File: src/rtl/uart_pkg.sv
// rtl/uart_pkg.sv - shared UART types, constants and baud divisor helper
package uart_pkg;

    typedef enum logic [2:0] {
        ST_IDLE,
        ST_START,
        ST_DATA,
        ST_PARITY,
        ST_STOP
    } uart_state_t;

    localparam logic [7:0] UART_TX_ADDR = 8'h03;

    function automatic int calc_div(input int clk_hz, input int baud);
        return clk_hz / baud;
    endfunction

endpackage

File: src/rtl/sync_fifo.sv
// rtl/sync_fifo.sv - synchronous FIFO, extra pointer MSB separates full from empty
module sync_fifo #(
    parameter int WIDTH = 8,
    parameter int DEPTH = 4
) (
    input  logic             clk,
    input  logic             rst,
    input  logic             push,
    input  logic [WIDTH-1:0] push_data,
    input  logic             pop,
    output logic [WIDTH-1:0] pop_data,
    output logic             full,
    output logic             empty
);
    localparam int AW = $clog2(DEPTH);
    localparam logic [AW:0] PTR_ONE = 1;

    logic [AW:0]      wr_ptr_q, wr_ptr_d;
    logic [AW:0]      rd_ptr_q, rd_ptr_d;
    logic [WIDTH-1:0] mem_q [DEPTH];
    logic [WIDTH-1:0] mem_d [DEPTH];
    logic             do_push;
    logic             do_pop;

    assign empty    = (wr_ptr_q == rd_ptr_q);
    assign full     = (wr_ptr_q[AW] != rd_ptr_q[AW]) && (wr_ptr_q[AW-1:0] == rd_ptr_q[AW-1:0]);
    assign pop_data = mem_q[rd_ptr_q[AW-1:0]];
    assign do_pop   = pop && !empty;
    // A pop in the same cycle frees the slot, so a push into a full FIFO is still taken.
    assign do_push  = push && (!full || do_pop);

    always_comb begin
        mem_d    = mem_q;
        wr_ptr_d = wr_ptr_q;
        rd_ptr_d = rd_ptr_q;
        if (do_push) begin
            mem_d[wr_ptr_q[AW-1:0]] = push_data;
            wr_ptr_d = wr_ptr_q + PTR_ONE;
        end
        if (do_pop) begin
            rd_ptr_d = rd_ptr_q + PTR_ONE;
        end
    end

    always_ff @(posedge clk) begin
        if (rst) begin
            wr_ptr_q <= '0;
            rd_ptr_q <= '0;
        end else begin
            wr_ptr_q <= wr_ptr_d;
            rd_ptr_q <= rd_ptr_d;
        end
        mem_q <= mem_d;
    end

endmodule

File: src/rtl/uart_tx_fifo.sv
// rtl/uart_tx_fifo.sv - FIFO-fed UART transmitter, 8N1; UART_TX_PARITY_EN adds an even parity bit
module uart_tx_fifo
    import uart_pkg::*;
#(
    parameter int CLK_HZ     = 50_000_000,
    parameter int BAUD       = 9600,
    parameter int FIFO_DEPTH = 4
) (
    input  logic       clk,
    input  logic       rst,
    input  logic       we,
    input  logic [7:0] data_in,
    output logic       tx_full,
    output logic       tx_busy,
    output logic       uart_tx
);
    localparam int DIV = calc_div(CLK_HZ, BAUD);
    localparam int CNT_W = $clog2(DIV);
    localparam logic [CNT_W-1:0] CNT_LAST = CNT_W'(DIV - 1);
    localparam logic [CNT_W-1:0] CNT_ONE  = 1;

    uart_state_t      state_q, state_d;
    logic [CNT_W-1:0] cnt_q, cnt_d;
    logic [2:0]       bit_idx_q, bit_idx_d;
    logic [7:0]       shift_q, shift_d;
    logic             tx_q, tx_d;
`ifdef UART_TX_PARITY_EN
    logic             parity_q, parity_d;
`endif
    logic             fifo_pop;
    logic             fifo_empty;
    logic [7:0]       fifo_data;
    logic             bit_last;
    logic             load;

    sync_fifo #(
        .WIDTH (8),
        .DEPTH (FIFO_DEPTH)
    ) u_fifo (
        .clk       (clk),
        .rst       (rst),
        .push      (we),
        .push_data (data_in),
        .pop       (fifo_pop),
        .pop_data  (fifo_data),
        .full      (tx_full),
        .empty     (fifo_empty)
    );

    assign bit_last = (cnt_q == CNT_LAST);
    assign uart_tx  = tx_q;
    assign tx_busy  = (state_q != ST_IDLE) || !fifo_empty;

    always_comb begin
        state_d   = state_q;
        cnt_d     = bit_last ? '0 : cnt_q + CNT_ONE;
        bit_idx_d = bit_idx_q;
        shift_d   = shift_q;
`ifdef UART_TX_PARITY_EN
        parity_d  = parity_q;
`endif
        fifo_pop  = 1'b0;
        load      = 1'b0;
        // Line level follows the current state, so uart_tx lags state by one clock.
        case (state_q)
            ST_START: tx_d = 1'b0;
            ST_DATA:  tx_d = shift_q[0];
`ifdef UART_TX_PARITY_EN
            ST_PARITY: tx_d = parity_q;
`endif
            default:  tx_d = 1'b1;
        endcase
        case (state_q)
            ST_IDLE: begin
                cnt_d = '0;
                load  = !fifo_empty;
            end
            ST_START: begin
                if (bit_last) begin
                    state_d   = ST_DATA;
                    bit_idx_d = 3'd0;
                end
            end
            ST_DATA: begin
                if (bit_last) begin
                    shift_d = {1'b0, shift_q[7:1]};
                    if (bit_idx_q == 3'd7) begin
`ifdef UART_TX_PARITY_EN
                        state_d = ST_PARITY;
`else
                        state_d = ST_STOP;
`endif
                    end else begin
                        bit_idx_d = bit_idx_q + 3'd1;
                    end
                end
            end
`ifdef UART_TX_PARITY_EN
            ST_PARITY: begin
                if (bit_last) begin
                    state_d = ST_STOP;
                end
            end
`endif
            ST_STOP: begin
                if (bit_last) begin
                    state_d = ST_IDLE;
                    load    = !fifo_empty;
                end
            end
            default: state_d = ST_IDLE;
        endcase
        if (load) begin
            fifo_pop = 1'b1;
            shift_d  = fifo_data;
            cnt_d    = '0;
            state_d  = ST_START;
`ifdef UART_TX_PARITY_EN
            parity_d = ^fifo_data;
`endif
        end
    end

    always_ff @(posedge clk) begin
        if (rst) begin
            state_q   <= ST_IDLE;
            cnt_q     <= '0;
            bit_idx_q <= 3'd0;
            shift_q   <= 8'h00;
            tx_q      <= 1'b1;
`ifdef UART_TX_PARITY_EN
            parity_q  <= 1'b0;
`endif
        end else begin
            state_q   <= state_d;
            cnt_q     <= cnt_d;
            bit_idx_q <= bit_idx_d;
            shift_q   <= shift_d;
            tx_q      <= tx_d;
`ifdef UART_TX_PARITY_EN
            parity_q  <= parity_d;
`endif
        end
    end

endmodule

File: config.mk
export PLATFORM = sky130hd
export DESIGN_NAME = uart_tx_fifo
export DESIGN_NICKNAME = d
export VERILOG_FILES = /design/src/rtl/uart_pkg.sv /design/src/rtl/sync_fifo.sv /design/src/rtl/uart_tx_fifo.sv
export SDC_FILE = /design/constraint.sdc
export NUM_CORES = 1
export LEC_CHECK = 0
export BUFFER_PORTS_ARGS = -buffer_cell sky130_fd_sc_hd__buf_4
export CAP_MARGIN = 20
export CORE_MARGIN = 4
export CORE_UTILIZATION = 60
export CTS_BUF_LIST = sky130_fd_sc_hd__clkbuf_8 sky130_fd_sc_hd__clkbuf_16
export DETAILED_ROUTE_END_ITERATION = 16
export PLACE_DENSITY = 0.9
export SYNTH_ARGS = -nofsm -noshare
export SYNTH_HDL_FRONTEND = slang
export SYNTH_SLANG_ARGS = --single-unit
export TNS_END_PERCENT = 5
File: constraint.sdc
create_clock -name clk -period 6.1 [get_ports clk]
set_input_delay 0.305 -clock clk [delete_from_list [all_inputs] [get_ports clk]]
set_output_delay 0.305 -clock clk [all_outputs]
set_load 0.01 [all_outputs]
== After elaboration in Yosys (flattened, before gate mapping) ==
Index checks and enable logic that the tools add are counted.

* Flip-flop bits (word level): 66
* Input bits: 11
* Output and inout port bits: 3
* Word-level logic and storage cells: 81

* Add/subtract/negate cells: 4
* Order comparisons: 3
* Equality and inequality tests: 18
* Multiplexer cells: 22
* Bitwise operators: 3
* Reductions and logical operators: 19

{| class="wikitable"
|+ Operators by type and width
! cell !! number
|-
| two-way mux 8 bit || 6
|-
| bitwise mux 32 bit || 1
|-
| two-way mux 3 bit || 6
|-
| binary-select mux 8 bit (select 2 bit) || 1
|-
| demux 8 bit (select 2 bit) || 1
|-
| adder 13 x 1 -> 13 bit (second input constant) || 1
|-
| == test 13 bit (second input constant) || 1
|-
| != test 2 bit (second input constant) || 6
|-
| != test 3 bit (second input constant) || 4
|-
| case mux 3 bit (4 select lines) || 1
|-
| AND reduction 5 bit || 2
|-
| adder 3 x 1 -> 3 bit (second input constant) || 3
|-
| == test 3 bit (second input constant) || 2
|-
| >= comparator 3 bit (second input constant) || 2
|-
| inverter 2 -> 3 bit || 2
|-
| case mux 3 bit (2 select lines) || 1
|-
| nonzero test 2 bit || 3
|-
| logical AND 1 bit || 4
|-
| case mux 1 bit (2 select lines) || 2
|-
| AND reduction 4 bit || 1
|-
| OR reduction 4 bit || 1
|-
| == test 3 x 1 -> 1 bit (second input constant) || 1
|-
| == test 3 x 2 -> 1 bit (second input constant) || 1
|-
| == test 3 bit || 1
|-
| 11 further kinds || 15
|}

== Longest topological paths before layout ==
Gate-level depths: netlist (run 1).

* Depth in word-level cells: 8
* Mapped depth: 7
* Mapped depth without buffers: 7

== Hierarchy ==
Synthesis (run 1) repeated with hierarchy kept, for this count alone.

* Cells, all modules: 251
* Area total of the unflattened synthesis: 3009.1 um^2

{| class="wikitable"
|+ By module, submodules not included
! module !! instances !! cells each !! area an instance (um^2) !! seq. area each (um^2)
|-
| sync_fifo || 1 || 94 || 1674.1 || 1081.0
|-
| uart_tx_fifo || 1 || 157 || 1335.0 || 560.5
|}

== Least setup slack after synthesis (run 1) ==
Ideal clock, no wire load.

* Path kind: reg-to-reg
* From: register cnt_q[6]
* To: register u_fifo.wr_ptr_q[2]
* Setup time: 0.121 ns
* Data arrival time: 2.141 ns
* Data required time: 5.979 ns
* Setup slack: 3.839 ns
* Stages on the path, launching flop included: 6
* Buffers on the path: 0
* Clock period less this slack: 2.261 ns
* Cell sequence: dfxtp_1 or4b_4 o31ai_4 o311a_2 and2_1 mux2_2

* Word-level cells in the longest chain between the ends: 7

{| class="wikitable"
|+ RTL lines
! what !! RTL line !! source
|-
| from (decl) || uart_tx_fifo.sv:23 || <nowiki>logic [CNT_W-1:0] cnt_q, cnt_d;</nowiki>
|-
| from (signal assigned) || uart_tx_fifo.sv:136 || <nowiki>cnt_q <= cnt_d;</nowiki>
|-
| == test 13 bit || uart_tx_fifo.sv:50 || <nowiki>assign bit_last = (cnt_q == CNT_LAST);</nowiki>
|-
| two-way mux 1 bit || uart_tx_fifo.sv:106 || <nowiki>if (bit_last) begin</nowiki>
|-
| case mux 1 bit (2 select lines) || uart_tx_fifo.sv:73 || <nowiki>case (state_q)</nowiki>
|-
| two-way mux 1 bit || uart_tx_fifo.sv:113 || <nowiki>if (load) begin</nowiki>
|-
| logical AND 1 bit || sync_fifo.sv:28 || <nowiki>assign do_pop = pop && !empty;</nowiki>
|-
| logical OR 1 bit || sync_fifo.sv:30 || <nowiki>assign do_push = push && (!full || do_pop);</nowiki>
|-
| logical AND 1 bit || sync_fifo.sv:30 ||
|-
| to (signal assigned) || sync_fifo.sv:50 || <nowiki>wr_ptr_q <= wr_ptr_d;</nowiki>
|-
| to (decl) || sync_fifo.sv:18 || <nowiki>logic [AW:0] wr_ptr_q, wr_ptr_d;</nowiki>
|}

Every way passes these cells.
A chain may end at the register's enable or synchronous reset.

== Worst setup path in the final report (run 1) ==
* From: register cnt_q[0]
* To: register u_fifo.wr_ptr_q[2]

Same word-level chain as after synthesis.

==> impl_metrics.env, run 1 <==
export IMPL_ys_seq_area_share_pct=58.6
export IMPL_multi_input_area_mm2=0.00111
export IMPL_final_nets=259
export IMPL_cp_arrival_ps=2760
export IMPL_syn_inst=224
export IMPL_num_io_pins=14
export IMPL_setup_viol=0
export IMPL_post_dp_hpwl_mm=3.36
export IMPL_finish_utilization_pct=72.4
export IMPL_critPathRequiredTime_ps=6320
export IMPL_grt_start_max_net_pins=24
export IMPL_worstSkewPairLatency_ps=330
export IMPL_first_iter_violations=90
export IMPL_synth_top_cell_by_area="edfxtp_1"
export IMPL_first_pass_iters=4
export IMPL_drc=0
export IMPL_port_buffers=13
export IMPL_yosys_warnings=0
export IMPL_ys_top_cells_by_count="dfxtp_1 (34), edfxtp_1 (32), nor2_1 (26), nand2_1 (15), a21oi_1 (12)"
export IMPL_die_w_um=76.3
export IMPL_synth_area_mm2=0.00280
export IMPL_antenna_found_initial=0
export IMPL_instances_no_fill=297
export IMPL_fillers=284
export IMPL_synth_edff_count=32
export IMPL_grtUsageMet1_pct=23.9
export IMPL_start_util_pct=63.0
export IMPL_h_tree_depth=3
export IMPL_grt_setup_unrepaired="false"
export IMPL_vias_per_cell=5.86
export IMPL_crit_fanout=9
export IMPL_cts_reportedPaths_clkPinSlew_ps=70
export IMPL_cts_hold_fix_buffers=0
export IMPL_grt_util_all_layers_pct=18.4
export IMPL_gp_congestion=0.802
export IMPL_async_reset_ff_share_pct=0
export IMPL_cts_resized=0
export IMPL_placementRows=24
export IMPL_clock_sinks=66
export IMPL_synth_area_leaders="edfxtp_1 (34%), dfxtp_1 (24%), mux4_2 (6.4%)"
export IMPL_regArea_mm2=0.00164
export IMPL_cts_root_buf="clkbuf_8"
export IMPL_worst_pin_slew_ps=695
export IMPL_status="complete, no violations"
export IMPL_syn_area_per_cell_um2=12.5
export IMPL_synth_seq_cells=66
export IMPL_hold_violations=0
export IMPL_setup_worst_path_end_class="flip-flop"
export IMPL_ant_nets=0
export IMPL_p_leak_nw=1.13
export IMPL_clk_path_buf_depth=2
export IMPL_synth_distinct_cells=41
export IMPL_yosysMostFrequentCell="dfxtp_1"
export IMPL_synthesis_nets=243
export IMPL_drt_wl_total_mm=4.85
export IMPL_antenna_diode_count=0
export IMPL_finalClockSkew_ps=8.39
export IMPL_cts_tree="yes"
export IMPL_top_usage_layer="met2"
export IMPL_hold_path_class="primary input to flip-flop"
export IMPL_crit_type="flip-flop to flip-flop"
export IMPL_ys_flop_type="dfxtp_1"
export IMPL_die_area_mm2=0.00583
export IMPL_grtUsageMet3_pct=4.14
export IMPL_power_density_mw_per_mm2=422
export IMPL_cts_made_buffers=9
export IMPL_tns_ps=0
export IMPL_grt_overflow=0
export IMPL_grt_pass1_wl_mm=8.24
export IMPL_cap_violations=0
export IMPL_grtUsageMet2_pct=28.1
export IMPL_ff2ff_setup_slack_ps=3560
export IMPL_relSlewSlack_pct=53.6
export IMPL_dp_cells=281
export IMPL_first_global_vias=1711
export IMPL_wl_per_cell_um=16.3
export IMPL_post_cts_buffers=0
export IMPL_die_h_um=76.3
export IMPL_area_growth_pct=14.8
export IMPL_period_minus_slack_ps=2540
export IMPL_drive_gt1_share_pct=19.2
export IMPL_routed_via_count=1739
export IMPL_start_kind="flip-flop"
export IMPL_period_share_pct=41.6
export IMPL_fp_coreArea_mm2=0.00444
export IMPL_slew_viol_final=0
export IMPL_max_freq_mhz=394
export IMPL_peakVddDrop_v=0.000302
export IMPL_post_synth_top_area_fraction_pct=34.3
-- where the power goes --
group          leakage (nW)  internal [mW]  switching [mW]  total, mW
Clock                 0.143          0.346           0.155      0.501
Sequential            0.570          0.518          0.0566      0.575
Combinational         0.418          0.129           0.151      0.280
-- routing by layer --
layer	share of wire, %	routed length [um]
met4	2.4	117
met5	0	0
met3	5.4	262
met1	44	2160
met2	48	2320
-- critical path: stages (launching register included) --
cell and delay, ps:
dfxtp_1 400, ha_1 310, nand4b_1 280, o31ai_4 360, o311a_2 270, and2_1 420, mux2_2 380
-- layout by cell type, fill, tap and decap left out, types with 5 or more instances in the layout --
cell / n
dfxtp_1: 34
edfxtp_1: 32
nor2_1: 26
nand2_1: 15
buf_4: 13
a21oi_1: 12
clkbuf_8: 12
xnor2_1: 8
xor2_1: 8
mux4_2: 8
ha_1: 8
a22oi_1: 7
nand4_1: 6
and2_1: 5
mux2i_1: 5
-- logic make-up after synthesis --
kind of cell	share of synthesized area, %
and+or+nand+nor	15.3
DFF	58.6
AOI/OAI and AO/OA	7.19
xor gates and xnor gates	5.00
muxes	8.62
buffers and inverters	1.74
adders and majority gates	3.57
-- final cells by class --
| class | count | share of cell area (%) |
|---|---|---|
| Sequential cell | 66 | 51.1 |
| Timing Repair Buffer | 13 | 3.04 |
| Clock buffer | 12 | 5.14 |
| Multi-Input combinational cell | 146 | 34.6 |
| Inverter | 4 | 0.467 |
| Clock inverter | 4 | 3.74 |
| Tap cell | 52 | 2.02 |
-- sequential cells by signal (all words and copies together), names as in the netlist --
register and flops:
bit_idx_q 3, cnt_q 13, shift_q 8, state_q 3
u_fifo.mem_q 32, u_fifo.rd_ptr_q 3, u_fifo.wr_ptr_q 3, uart_tx 1
-- per-stage QoR --
step	area (um^2)	setup WS, ps	hold slack [ps]	power [mW]
global placement	2930	3670	443	0.847
CTS	3220	3560	156	1.36
floorplan	2800	3840	404	0.788
finish	3220	3560	171	1.36
detailed placement	2930	3590	450	0.861
global route	3220	3440	150	1.42
-- worst paths after layout --
kind                                          end  depth (start not counted)                    start
setup / recovery  u_fifo.wr_ptr_q[2]$_SDFFE_PP0P_                          6      cnt_q[0]$_SDFF_PP0_
hold / removal         u_fifo.mem_q[15]$_DFFE_PP_                          1               data_in[7]
setup reg to reg  u_fifo.wr_ptr_q[2]$_SDFFE_PP0P_                          6      cnt_q[0]$_SDFF_PP0_
hold reg to reg           shift_q[0]$_SDFFE_PP0P_                          2  shift_q[0]$_SDFFE_PP0P_
(Power assumes the default switching activity.)
==> run 2: changes to the inputs <==
--- a/config.mk
+++ b/config.mk
@@ -8,10 +8,10 @@
 export BUFFER_PORTS_ARGS = -buffer_cell sky130_fd_sc_hd__buf_4
 export CAP_MARGIN = 20
 export CORE_MARGIN = 4
-export CORE_UTILIZATION = 60
+export CORE_UTILIZATION = 54
 export CTS_BUF_LIST = sky130_fd_sc_hd__clkbuf_8 sky130_fd_sc_hd__clkbuf_16
 export DETAILED_ROUTE_END_ITERATION = 16
-export PLACE_DENSITY = 0.9
+export PLACE_DENSITY = 0.86
 export SYNTH_ARGS = -nofsm -noshare
 export SYNTH_HDL_FRONTEND = slang
 export SYNTH_SLANG_ARGS = --single-unit
==> constraint.sdc (replaced) <==
create_clock -name clk -period 2.2 [get_ports clk]
set_input_delay 0.11 -clock clk [delete_from_list [all_inputs] [get_ports clk]]
set_output_delay 0.11 -clock clk [all_outputs]
set_load 0.01 [all_outputs]
==> impl_metrics.env, run 2 (synthesis results as in run 1) <==
export IMPL_status="complete, no violations"
export IMPL_finalClockSkew_ps=6.53
export IMPL_first_global_vias=1901
export IMPL_peakVddDrop_v=0.000602
export IMPL_instances_no_fill=336
export IMPL_worstHoldPathCells=2
export IMPL_antenna_diode_count=0
export IMPL_drt_wl_total_mm=5.51
export IMPL_clk_path_buf_depth=2
export IMPL_regToRegEndpoint="u_fifo.mem_q[7]$_DFFE_PP_"
export IMPL_final_nets=283
export IMPL_cts_root_buf="clkbuf_8"
export IMPL_grt_setup_unrepaired="false"
export IMPL_timing_rr_start="cnt_q[9]$_SDFF_PP0_"
export IMPL_die_area_mm2=0.00640
export IMPL_cap_violations=0
export IMPL_wl_per_cell_um=16.4
export IMPL_largest_register="u_fifo.mem_q"
export IMPL_h_tree_depth=3
export IMPL_cp_arrival_ps=2150
export IMPL_top_regs="u_fifo.mem_q x32, cnt_q x13, shift_q x8"
export IMPL_p_leak_nw=1.20
export IMPL_dp_cells=312
export IMPL_power_density_mw_per_mm2=1020
export IMPL_cts_tree="yes"
export IMPL_reg2regPathDepth=5
export IMPL_worstSkewPairLatency_ps=350
export IMPL_ant_nets=0
export IMPL_vias_per_cell=5.55
export IMPL_num_io_pins=14
export IMPL_final_common_cell="dfxtp_1"
export IMPL_hold_violations=0
export IMPL_drc=0
export IMPL_port_buffers=13
export IMPL_min_from="rst"
export IMPL_grt_start_max_net_pins=24
export IMPL_critPathRequiredTime_ps=2260
export IMPL_grt_util_all_layers_pct=19.5
export IMPL_hold_path_class="primary input to flip-flop"
export IMPL_cts_reportedPaths_clkPinSlew_ps=70
export IMPL_routed_via_count=1864
export IMPL_gp_congestion=0.742
export IMPL_antenna_found_initial=0
export IMPL_max_freq_mhz=477
export IMPL_area_growth_pct=20.0
export IMPL_setup_viol=0
export IMPL_relSlewSlack_pct=69.0
export IMPL_fp_coreArea_mm2=0.00488
export IMPL_slew_viol_final=0
export IMPL_worst_pin_slew_ps=464
export IMPL_grt_overflow=0
export IMPL_ff2ff_setup_slack_ps=110
export IMPL_start_kind="flip-flop"
export IMPL_first_pass_iters=4
export IMPL_die_h_um=80.0
export IMPL_crit_fanout=8
export IMPL_largest_reg_flops=32
export IMPL_die_w_um=80.0
export IMPL_grt_pass1_wl_mm=9.14
export IMPL_hold_path_endpoint="bit_idx_q[0]$_SDFFE_PP0P_"
export IMPL_final_cell_mix="dfxtp_1 (34), edfxtp_1 (32), buf_4 (28)"
export IMPL_start_util_pct=57.4
export IMPL_total_power_mw=3.42
export IMPL_crit_type="flip-flop to flip-flop"
export IMPL_period_minus_slack_ps=2090
export IMPL_post_cts_buffers=0
export IMPL_setup_worst_path_end_class="flip-flop"
export IMPL_period_share_pct=95.2
export IMPL_drive_gt1_share_pct=23.8
export IMPL_first_iter_violations=160
export IMPL_tns_ps=0
export IMPL_placementRows=25
export IMPL_clock_sinks=66
export IMPL_post_dp_hpwl_mm=3.37
export IMPL_cts_made_buffers=9
run 2: worst max-delay path, stage by stage, from the launching register on:
cell     delay (ps)
dfxtp_1         330
or4b_4          570
o31ai_4         270
o311a_2         260
and2_2          180
buf_4           180
run 2: cell type report:
class                           count  area (um^2)
Sequential cell                    66         1640
Fill cell                         335         1520
Multi-Input combinational cell    146         1120
Timing Repair Buffer               37          310
Clock buffer                        9          124
Tap cell                           67         83.8
Clock inverter                      7         70.1
Inverter                            4         15.0
run 2: worst max-delay path by stage:
stage,from,end,cells after the start
floorplan,cnt_q[6]$_SDFF_PP0_,u_fifo.wr_ptr_q[2]$_SDFFE_PP0P_,5
CTS,cnt_q[3]$_SDFF_PP0_,state_q[1]$_SDFFE_PP0P_,6
global placement,cnt_q[7]$_SDFF_PP0_,u_fifo.mem_q[5]$_DFFE_PP_,5
global route,cnt_q[9]$_SDFF_PP0_,shift_q[2]$_SDFFE_PP0P_,6
detailed placement,cnt_q[9]$_SDFF_PP0_,u_fifo.mem_q[5]$_DFFE_PP_,5
finish,cnt_q[9]$_SDFF_PP0_,u_fifo.mem_q[7]$_DFFE_PP_,5
run 2: power by group:
group          switching, mW  internal, mW  total (mW)
registers             0.0980          1.44        1.53
logic                  0.487         0.407       0.894
clock network          0.477         0.518       0.995
total                   1.06          2.36        3.42
run 2: metal layers:
metal / vias to the layer above / track usage, % / part of all wire, %
met4: 0 / 13.2 / 2.9
li1: 901 / - / -
met2: 40 / 31.4 / 49
met5: - / 0 / 0
met1: 908 / 23.8 / 44
met3: 15 / 3.39 / 3.8
run 2: through the flow:
stage | hold WS (ps) | setup WS, ps | instance area [um^2] | utilization (%)
floorplan | 209 | 28.1 | 2800 | -
global placement | 310 | 182 | 3080 | 63.2
detailed placement | 315 | 138 | 3080 | 63.2
CTS | 103 | 120 | 3360 | 68.8
global route | 114 | 4.78 | 3360 | 68.9
finish | 99.3 | 105 | 3360 | 68.9
run 2: what timing repair did:
action / CTS / global route
hold buffers: 8 / 0
resized for setup: 0 / 1
setup endpoints to repair: 0 / 4
endpoints found under the hold margin: 32 / 0
